$ cat src/rtl/poa_pkg.sv
// Shared types and widths for the PoA slot scheduler.
package poa_pkg;
    localparam int POA_ID_W   = 32;
    localparam int POA_STAT_W = 16;

    typedef enum logic [1:0] {
        IDLE,
        ISSUE,
        WAIT,
        REPORT
    } poa_sched_state_t;
endpackage

$ cat src/rtl/poa_slot_timer.sv
// Slot timer: counts idle cycles in the current slot and rotates the leader index.
module poa_slot_timer #(
    parameter int NUM_VALIDATORS = 4,
    parameter int SLOT_CYCLES    = 8,
    localparam int LW = $clog2(NUM_VALIDATORS),
    localparam int CW = $clog2(SLOT_CYCLES)
) (
    input  logic          clk,
    input  logic          reset,
    input  logic          count_en,
    input  logic          advance,
    output logic [LW-1:0] leader,
    output logic          expiry
);
    logic [CW-1:0] cnt;

    assign expiry = count_en && (cnt == CW'(SLOT_CYCLES - 1));

    always_ff @(posedge clk or negedge reset) begin
        if (!reset) begin
            cnt    <= '0;
            leader <= '0;
        end else if (advance) begin
            cnt    <= '0;
            leader <= (leader == LW'(NUM_VALIDATORS - 1)) ? '0 : leader + 1'b1;
        end else if (count_en) begin
            cnt <= cnt + 1'b1;
        end
    end
endmodule

$ cat src/rtl/poa_slot_scheduler.sv
// Round-robin PoA slot scheduler: serves the slot leader's block through the validator datapath.
// Optional POA_STATS_EN adds saturating accept/reject counters.
module poa_slot_scheduler
    import poa_pkg::*;
#(
    parameter int NUM_VALIDATORS = 4,
    parameter int SLOT_CYCLES    = 8,
    parameter int RESULT_LAT     = 2,
    localparam int LW = $clog2(NUM_VALIDATORS)
) (
    input  logic                         clk,
    input  logic                         reset,
    input  logic [NUM_VALIDATORS-1:0]    req,
    input  logic [32*NUM_VALIDATORS-1:0] block_id_in,
    output logic                         validate_block,
    output logic [POA_ID_W-1:0]          block_id,
    output logic [POA_ID_W-1:0]          validator_id,
    input  logic                         block_valid,
    output logic [LW-1:0]                leader,
    output logic [NUM_VALIDATORS-1:0]    grant,
    output logic                         done,
`ifdef POA_STATS_EN
    output logic [POA_STAT_W-1:0]        accept_cnt,
    output logic [POA_STAT_W-1:0]        reject_cnt,
`endif
    output logic                         accepted
);
    localparam int WW = $clog2(RESULT_LAT + 1);

    poa_sched_state_t state, state_nxt;
    logic [WW-1:0]    wcnt;
    logic             dispatch, last_wait, expiry, advance;

    assign dispatch  = (state == IDLE) && req[leader];
    assign last_wait = (state == WAIT) && (wcnt == WW'(RESULT_LAT - 1));
    // A pending leader request wins over slot expiry; the leader moves on after REPORT.
    assign advance   = (state == REPORT) || (expiry && !req[leader]);

    poa_slot_timer #(
        .NUM_VALIDATORS(NUM_VALIDATORS),
        .SLOT_CYCLES   (SLOT_CYCLES)
    ) u_timer (
        .clk     (clk),
        .reset   (reset),
        .count_en(state == IDLE),
        .advance (advance),
        .leader  (leader),
        .expiry  (expiry)
    );

    always_ff @(posedge clk or negedge reset) begin
        if (!reset) state <= IDLE;
        else        state <= state_nxt;
    end

    always_comb begin
        state_nxt      = state;
        validate_block = 1'b0;
        done           = 1'b0;
        grant          = '0;
        case (state)
            IDLE:   if (dispatch) state_nxt = ISSUE;
            ISSUE: begin
                validate_block = 1'b1;
                state_nxt      = WAIT;
            end
            WAIT:   if (last_wait) state_nxt = REPORT;
            REPORT: begin
                done          = 1'b1;
                grant[leader] = 1'b1;
                state_nxt     = IDLE;
            end
            default: state_nxt = IDLE;
        endcase
    end

    always_ff @(posedge clk or negedge reset) begin
        if (!reset) begin
            wcnt         <= '0;
            block_id     <= '0;
            validator_id <= '0;
            accepted     <= 1'b0;
        end else begin
            wcnt <= (state == WAIT) ? wcnt + 1'b1 : '0;
            if (dispatch) begin
                block_id     <= block_id_in[32*leader +: 32];
                validator_id <= {{(POA_ID_W-LW){1'b0}}, leader} + 1'b1;
            end
            if (last_wait) accepted <= block_valid;
        end
    end

`ifdef POA_STATS_EN
    always_ff @(posedge clk or negedge reset) begin
        if (!reset) begin
            accept_cnt <= '0;
            reject_cnt <= '0;
        end else if (state == REPORT) begin
            if (accepted && accept_cnt != '1)       accept_cnt <= accept_cnt + 1'b1;
            else if (!accepted && reject_cnt != '1) reject_cnt <= reject_cnt + 1'b1;
        end
    end
`endif
endmodule
$ cat config.mk
export PLATFORM = sky130hd
export DESIGN_NAME = poa_slot_scheduler
export DESIGN_NICKNAME = d
export VERILOG_FILES = /design/src/rtl/poa_pkg.sv /design/src/rtl/poa_slot_timer.sv /design/src/rtl/poa_slot_scheduler.sv
export SDC_FILE = /design/constraint.sdc
export NUM_CORES = 1
export LEC_CHECK = 0
export ABC_AREA = 1
export BUFFER_PORTS_ARGS = -buffer_cell sky130_fd_sc_hd__buf_2
export CORE_UTILIZATION = 39
export CTS_CLUSTER_DIAMETER = 150
export DETAILED_ROUTE_END_ITERATION = 8
export GPL_ROUTABILITY_DRIVEN = 0
export PLACE_DENSITY = 0.75
export SYNTH_ARGS = -nofsm -noshare
export SYNTH_HDL_FRONTEND = slang
export SYNTH_HIERARCHICAL = 1
export SYNTH_SLANG_ARGS = --single-unit
export TNS_END_PERCENT = 10
$ cat constraint.sdc
create_clock -name clk -period 1.8 [get_ports clk]
set_clock_uncertainty 0.15 [all_clocks]
set_input_delay 0.27 -clock clk [delete_from_list [all_inputs] [get_ports clk]]
set_output_delay 0.27 -clock clk [all_outputs]
set_load 0.005 [all_outputs]
==> results.toml <==
[route]
ant_nets = 0
vias = 3713
firstDrtPassIters = 4
routed_via_density = 4.87
wire_per_inst_um = 13.4
drt_iter0_drc = 127
drc_errors = 0
totalWireLength_um = 10200

[logic_synthesis]
synth_top_area_share = 0.348
synth_edf_count = 0
synthCells = 476
postSynthAreaPerCell_um2 = 6.79
syn_area_um2 = 3230
synth_cell_types = 21
ys.flop_type = "dfrtp_1"
yosysSeqAreaShare = 0.348
synth_warnings = 6
synth-async-reset-ratio = 1.00
ys_top_cells_by_count = "119 x o21ai_0, 102 x nor2_1, 98 x nand2_1"
synth_area_leaders = "dfrtp_1 35%, o21ai_0 18%, nor2_1 12%"
synth_area_leader_cell = "dfrtp_1"
yosys.cell_count.top_type = "o21ai_0"
synth-seq-cells = 45

[worst_setup_path]
r2r_setup_slack_ps = 50
critical_path_peak_fanout = 16
critPathLaunch = "u_timer/leader[0]$_DFFE_PN0P_"
required_ps = 1380
arrival_ps = 1340
start_kind = "register"
r2r_start = "state[0]$_DFFE_PN0P_"
endpoint_kind = "output port"
path_class = "reg -> out"
ff2ff_path_depth = 9
r2r_end = "u_timer/cnt[2]$_DFFE_PN0P_"

[min_path]
hp-class = "in -> reg"
min-delay-start = "block_valid"
whs_endpoint = "accepted$_DFFE_PN0P_"
hold_depth = 3

[global_route]
grt_util_met3 = 0.0455
met1_usage = 0.285
grt_max_degree = 40
grt_busiest_layer = "met2"
grt_remaining_overflow = 0
grt_pass1_vias = 3457
antenna_found_initial = 1
grt_pass1_wl_um = 15900
grt_util_all_layers = 0.232
grt_use_met2 = 0.418

[clocking]
clk_pin_slew_ps = 80
cts_buffers = 5
cts.htree.levels = 2
insertion_delay_ps = 300
cts_root_buf = "clkbuf_8"
cts_tree = "done"
cts.sinks = 45
cts_buffer_depth = 2

[power_and_ir_drop]
p_leak_nw = 2.51
vdd_drop_max_uv = 1100
total_power_mw = 7.14
power_density_nw_per_um2 = 1590

[die]
die_area_um2 = 8650
ios = 208
rows = 32
die_width_um = 93.0
start_util = 0.410
core_um2 = 7890
die_h_um = 93.0

[timing]
fmax_mhz = 567
min_period_ps = 1760
rsz0062_at_grt = "true"
post-route-worst-setup-slack_ps = 36.8
timing_hold_violations_final = 0
setup_viol = 0
fin_crit_sh = 0.980
slew_viol_final = 0
finalSetupTns_ps = 0

[layout]
fillers = 767
drive_gt1_frac = 0.348
final_nets = 807
syn2layout_area_growth_pct = 39.3

[run]
cap_violations = 0

[status]
outcome = "finished clean"

[placed_design]
post-place-ws_ps = 104
port_buffers = 178
hpwl_um = 6950
flip-flops by register name (all words and copies together), names as in the netlist:
name,flops
block_id,32
accepted,1
state,2
u_timer/leader,2
wcnt,2
validator_id,3
u_timer/cnt,3
cells by family after synthesis:
logic type	synth area share
fa+ha+maj	0.0503
buf+inv	0.140
simple gates	0.252
flops	0.348
compound gates	0.209
other cells	0.00116
power breakdown:
| part | internal [mW] | total (mW) | switching [mW] |
|---|---|---|---|
| logic | 2.14 | 4.76 | 2.62 |
| registers | 1.50 | 1.78 | 0.279 |
| clock network | 0.269 | 0.603 | 0.334 |
layout make-up:
| cell class | count | area, um^2 | area share |
|---|---|---|---|
| multi-input cells | 385 | 1800 | 0.400 |
| repair buffers | 208 | 1310 | 0.290 |
| flip-flops and latches | 45 | 1130 | 0.250 |
| well taps | 102 | 128 | 0.0284 |
| clock buffers | 6 | 72.6 | 0.0161 |
| inverters | 14 | 55.1 | 0.0122 |
| clock inverters | 2 | 10.0 | 0.00222 |
| diodes | 1 | 2.50 | 0.000556 |
per-stage QoR:
step | utilization | hold slack [ps] | cell area, um^2 | std cells
floorplan | - | -176 | 3340 | 504
global placement | 0.520 | 71.1 | 4100 | 740
detailed placement | 0.520 | 83.7 | 4100 | 740
CTS | 0.558 | 60.2 | 4400 | 757
global route | 0.571 | 65.7 | 4500 | 763
finish | 0.571 | 67.4 | 4500 | 763
how the worst max path moves through the flow:
stage                     slack [ps]                    endpoint  cells after the start
final                             40                    grant[3]                      5
after floorplan                   60     block_id[0]$_DFFE_PN0P_                      6
after CTS                        -10                    grant[0]                      6
after detailed placement         100  u_timer/cnt[2]$_DFFE_PN0P_                      9
after global placement           170                    grant[0]                      6
after global routing            -100  u_timer/cnt[2]$_DFFE_PN0P_                      9
cell usage in the layout (no fill, tap or decap), drive strengths merged:
master / n
buf: 202
o21ai: 131
nor2: 103
nand2: 98
dfrtp: 45
conb: 29
inv: 14
ha: 13
clkbuf: 7
nand3: 6
bufbuf: 4
or2: 2
clkinv: 2
diode: 1
a21o: 1
a21oi: 1
a31oi: 1
dlygate4sd3: 1
repair_timing:
| action | 4_1_cts | 5_1_grt |
|---|---|---|
| hold buffers | 1 | 0 |
| setup endpoints to repair | 4 | 15 |
| gates cloned | 4 | 1 |
| hold endpoints to repair | 17 | 0 |
| setup buffers | 4 | 4 |
| gates resized for setup | 9 | 12 |
per-layer routing:
metal | wire (um) | up-vias
met3 | 696 | 11
met1 | 4330 | 1709
met2 | 5110 | 142
met4 | 87 | 0
met5 | 0 | -
li1 | - | 1851
critical path, stage by stage, from the launching register on:
cell	delay, ps
dfrtp_2	480
buf_12	180
ha_2	180
nand2_1	60
inv_1	30
buf_2	110
(Power assumes the default switching activity.)
